### src/rtl/serial_adder_ctrl.sv
// Bit-serial adder: one full adder time-shared LSB-first over WIDTH cycles,
// sequenced by a three-state IDLE/RUN/DONE controller.
module serial_adder_ctrl #(
    parameter int WIDTH = 8
) (
    input  logic             clk,
    input  logic             rst_n,
    input  logic             start,
    input  logic [WIDTH-1:0] a,
    input  logic [WIDTH-1:0] b,
    input  logic             carry_in,
    output logic [WIDTH-1:0] sum,
    output logic             carry_out,
    output logic             busy,
    output logic             done
);

    localparam int CW = (WIDTH > 1) ? $clog2(WIDTH) : 1;

    typedef enum logic [1:0] {
        IDLE = 2'd0,
        RUN  = 2'd1,
        DONE = 2'd2
    } state_t;

    state_t           r_state;
    state_t           w_nextState;
    logic [WIDTH-1:0] r_a;
    logic [WIDTH-1:0] r_b;
    logic [WIDTH-1:0] r_sum;
    logic [CW-1:0]    r_count;
    logic             r_carry;
    logic             r_carryOut;

    logic             w_accept;
    logic             w_lastBit;
    logic             w_aBit;
    logic             w_bBit;
    logic             w_sumBit;
    logic             w_carryNext;

    // The single full adder shared by every bit position
    assign w_aBit      = r_a[r_count];
    assign w_bBit      = r_b[r_count];
    assign w_sumBit    = w_aBit ^ w_bBit ^ r_carry;
    assign w_carryNext = (w_aBit & w_bBit) | (w_aBit & r_carry) | (w_bBit & r_carry);

    assign w_accept  = start && ((r_state == IDLE) || (r_state == DONE));
    assign w_lastBit = (r_count == CW'(WIDTH - 1));

    always_ff @(posedge clk or negedge rst_n) begin
        if (!rst_n) begin
            r_state <= IDLE;
        end else begin
            r_state <= w_nextState;
        end
    end

    always_comb begin
        w_nextState = r_state;
        case (r_state)
            IDLE:    if (start) w_nextState = RUN;
            RUN:     if (w_lastBit) w_nextState = DONE;
            DONE:    w_nextState = start ? RUN : IDLE;
            default: w_nextState = IDLE;
        endcase
    end

    // Operands are only captured on acceptance, so input changes mid-run are harmless
    always_ff @(posedge clk or negedge rst_n) begin
        if (!rst_n) begin
            r_a        <= '0;
            r_b        <= '0;
            r_sum      <= '0;
            r_count    <= '0;
            r_carry    <= 1'b0;
            r_carryOut <= 1'b0;
        end else if (w_accept) begin
            r_a     <= a;
            r_b     <= b;
            r_count <= '0;
            r_carry <= carry_in;
        end else if (r_state == RUN) begin
            r_sum[r_count] <= w_sumBit;
            r_carry        <= w_carryNext;
            if (w_lastBit) begin
                r_carryOut <= w_carryNext;
                r_count    <= '0;
            end else begin
                r_count <= r_count + 1'b1;
            end
        end
    end

    assign sum       = r_sum;
    assign carry_out = r_carryOut;
    assign busy      = (r_state == RUN);
    assign done      = (r_state == DONE);

endmodule

### config.mk
export PLATFORM = sky130hd
export DESIGN_NAME = serial_adder_ctrl
export DESIGN_NICKNAME = d
export VERILOG_FILES = /design/src/rtl/serial_adder_ctrl.sv
export SDC_FILE = /design/constraint.sdc
export NUM_CORES = 1
export LEC_CHECK = 0
export BUFFER_PORTS_ARGS = -buffer_cell sky130_fd_sc_hd__buf_2
export CAP_MARGIN = 20
export CORE_UTILIZATION = 55
export CTS_CLUSTER_SIZE = 14
export DETAILED_ROUTE_END_ITERATION = 10
export GPL_TIMING_DRIVEN = 0
export MAX_ROUTING_LAYER = met4
export PLACE_DENSITY = 0.8
export REMOVE_ABC_BUFFERS = 1
export SLEW_MARGIN = 20
export SYNTH_ARGS = -nofsm -noshare
export SYNTH_HDL_FRONTEND = slang
export SYNTH_SLANG_ARGS = --single-unit
export TNS_END_PERCENT = 20
### constraint.sdc
create_clock -name clk -period 5.4 [get_ports clk]
set_clock_uncertainty 0.1 [all_clocks]
set_input_delay 0.54 -clock clk [delete_from_list [all_inputs] [get_ports clk]]
set_output_delay 0.54 -clock clk [all_outputs]
set_load 0.1 [all_outputs]
==> impl_metrics.toml <==
[outcome]
status = "complete, no violations"

[floorplan]
start_util_pct = 58.5
ioPinCount = 31
die_area_um2 = 2850
die_w_um = 53.4
dieHeight_um = 53.4
rows = 18
core_area_um2 = 2480

[setup_path]
worstPathArrival_ps = 2700
worst-setup-path-type = "reg2reg"
worstPathRequired_ps = 5530
cp_max_fo = 13
cp-start-kind = "register"
crit_path_end_kind = "register"

[timing]
max_freq_mhz = 389
fin_tns_setup_ps = 0
hold_violations = 0
rsz0062_at_grt = "false"
slew_headroom_pct = 55.5
min_period_ps = 2570
drv_slew = 0
finalSetupViolCount = 0
post-route-period-util_pct = 47.7
worst_slew_pin_slew_ps = 667

[routing]
ant_nets = 0
drc_errors = 0
dr.first_iter.drc_count = 12
vias_per_cell = 5.38
wl_per_cell_um = 13.0
routed-via-count = 1070
wl_um = 2590
drt_pre_antenna_iters = 4

[clock_network]
cts.htree.levels = 2
clock-sinks = 31
post_cts_resized = 0
cts_buffers = 5
path_clk_slew_ps = 90
clock_path_buffers = 2
post-cts-setup-buffers = 0
clkLatencyLatePin_ps = 330
cts_tree = "built"
holdBufCountCts = 0
cts_root_buffer = "clkbuf_4"

[global_routing]
grt_overflow = 0
grt.total_usage_pct = 24.0
grt_max_degree = 32
antenna_found_initial = 0
grt_pass1_wl_um = 4520
first_global_vias = 1031

[min_path]
worst_hold_path_type = "in2async"

[synth]
syn_area_per_cell_um2 = 10.1
ys_types = 30
yosys_register_bits = 31
yosys_warnings = 0
syn_inst = 143
yosysSeqAreaShare_pct = 53.5
synth.cell_area_um2 = 1450

[place]
place_congestion = 0.736
hpwlAfterDp_um = 1830
port_buffers = 30

[cells_and_area]
final_nets = 193
diodes = 0
area_growth_pct = 11.9
drive_gt1_share_pct = 23.7

[job]
max-cap-violations = 0
-- worst max-delay path: stages, from the launching register on --
cell,delay [ps]
dfrtp_1,690
mux4_2,580
mux2i_1,200
fa_1,570
o41ai_1,340
-- sequential cells by signal (all words and copies together), names as in the netlist --
signal,count
carry_out,1
r_count,3
r_a,8
r_b,8
sum,8
r_state,2
r_carry,1
-- layer usage --
layer / GRT usage (%) / part of all wire (%) / vias up
li1: - / - / 534
met1: 26.4 / 43 / 506
met2: 38.8 / 51 / 24
met3: 9.48 / 4.7 / 6
met4: 9.21 / 2.0 / 0
met5: - / 0 / -
-- stage by stage --
| stage | hold WS [ps] | util (%) | instances | worst slack (ps) | area, um^2 |
|---|---|---|---|---|---|
| final | 130 | 65.5 | 199 | 2830 | 1620 |
| after global routing | 168 | 65.5 | 199 | 2660 | 1620 |
| after CTS | 149 | 65.4 | 199 | 2800 | 1620 |
| after detailed placement | 362 | 63.7 | 193 | 2820 | 1580 |
| after global placement | 354 | 63.7 | 193 | 2870 | 1580 |
| after floorplan | 144 | - | 133 | 2710 | 1390 |
-- final timing paths --
path                       startpoint  endpoint  slack [ps]  cells past startpoint
max                        r_count[1]    sum[1]        2830                      4
min                             rst_n    sum[5]         130                      1
max reg2reg                r_count[1]    sum[1]        2830                      4
min reg2reg                    r_a[2]    r_a[2]         380                      2
max in group asynchronous       rst_n    r_b[6]        4630                      1
min in group clk                 a[2]    r_a[2]         290                      3
-- placed cells by master (no fill, tap or decap) --
cell,instances
nand2_1,52
dfrtp_1,31
buf_2,30
o31ai_1,7
o21ai_0,7
clkbuf_4,5
inv_1,4
mux2i_1,4
nand2b_1,3
nor2b_1,2
mux4_2,2
nand3b_1,2
nor2_1,2
ha_1,2
a21boi_0,1
a211oi_1,1
nor3b_1,1
o32ai_1,1
nor3_1,1
o41ai_1,1
or3b_1,1
o31ai_4,1
o41ai_2,1
nor2b_2,1
a32o_1,1
o2bb2ai_1,1
a22o_1,1
a221oi_1,1
fa_1,1
clkbuf_1,1
-- synthesized netlist by cell type --
cell	count	area, um^2
nand2_1	52	195
dfrtp_1	31	776
o21ai_0	7	35.0
o31ai_1	7	52.6
buf_2	5	25.0
inv_1	4	15.0
mux2i_1	4	40.0
nand2b_1	3	18.8
nor2b_1	3	18.8
buf_6	2	22.5
clkbuf_1	2	7.51
ha_1	2	25.0
mux4_2	2	45.0
nand3b_1	2	15.0
nor2_1	2	7.51
a211oi_1	1	7.51
a21boi_0	1	7.51
a221oi_1	1	8.76
a22o_1	1	8.76
a32o_1	1	10.0
buf_1	1	3.75
fa_1	1	20.0
nor3_1	1	5.00
nor3b_1	1	7.51
o2bb2ai_1	1	8.76
o31ai_4	1	21.3
o32ai_1	1	8.76
o41ai_1	1	8.76
o41ai_2	1	16.3
or3b_1	1	8.76
-- area by class of cell --
class                           count  area (um^2)
Timing Repair Buffer               30          150
Multi-Input combinational cell     98          603
Inverter                            4         15.0
Sequential cell                    31          776
Tap cell                           30         37.5
Fill cell                         214          855
Clock buffer                        6         41.3
-- cell families after synthesis --
kind of cell | share of synthesized area [%]
adders and majority gates | 3.11
and+or+nand+nor | 19.1
muxes | 5.87
AOI/OAI and AO/OA | 13.4
DFF | 53.5
buffers and inverters | 5.09
Power is left out: the tool's default activity adds up to more than one toggle a clock period on the data nets, which glitch-free logic cannot reach.
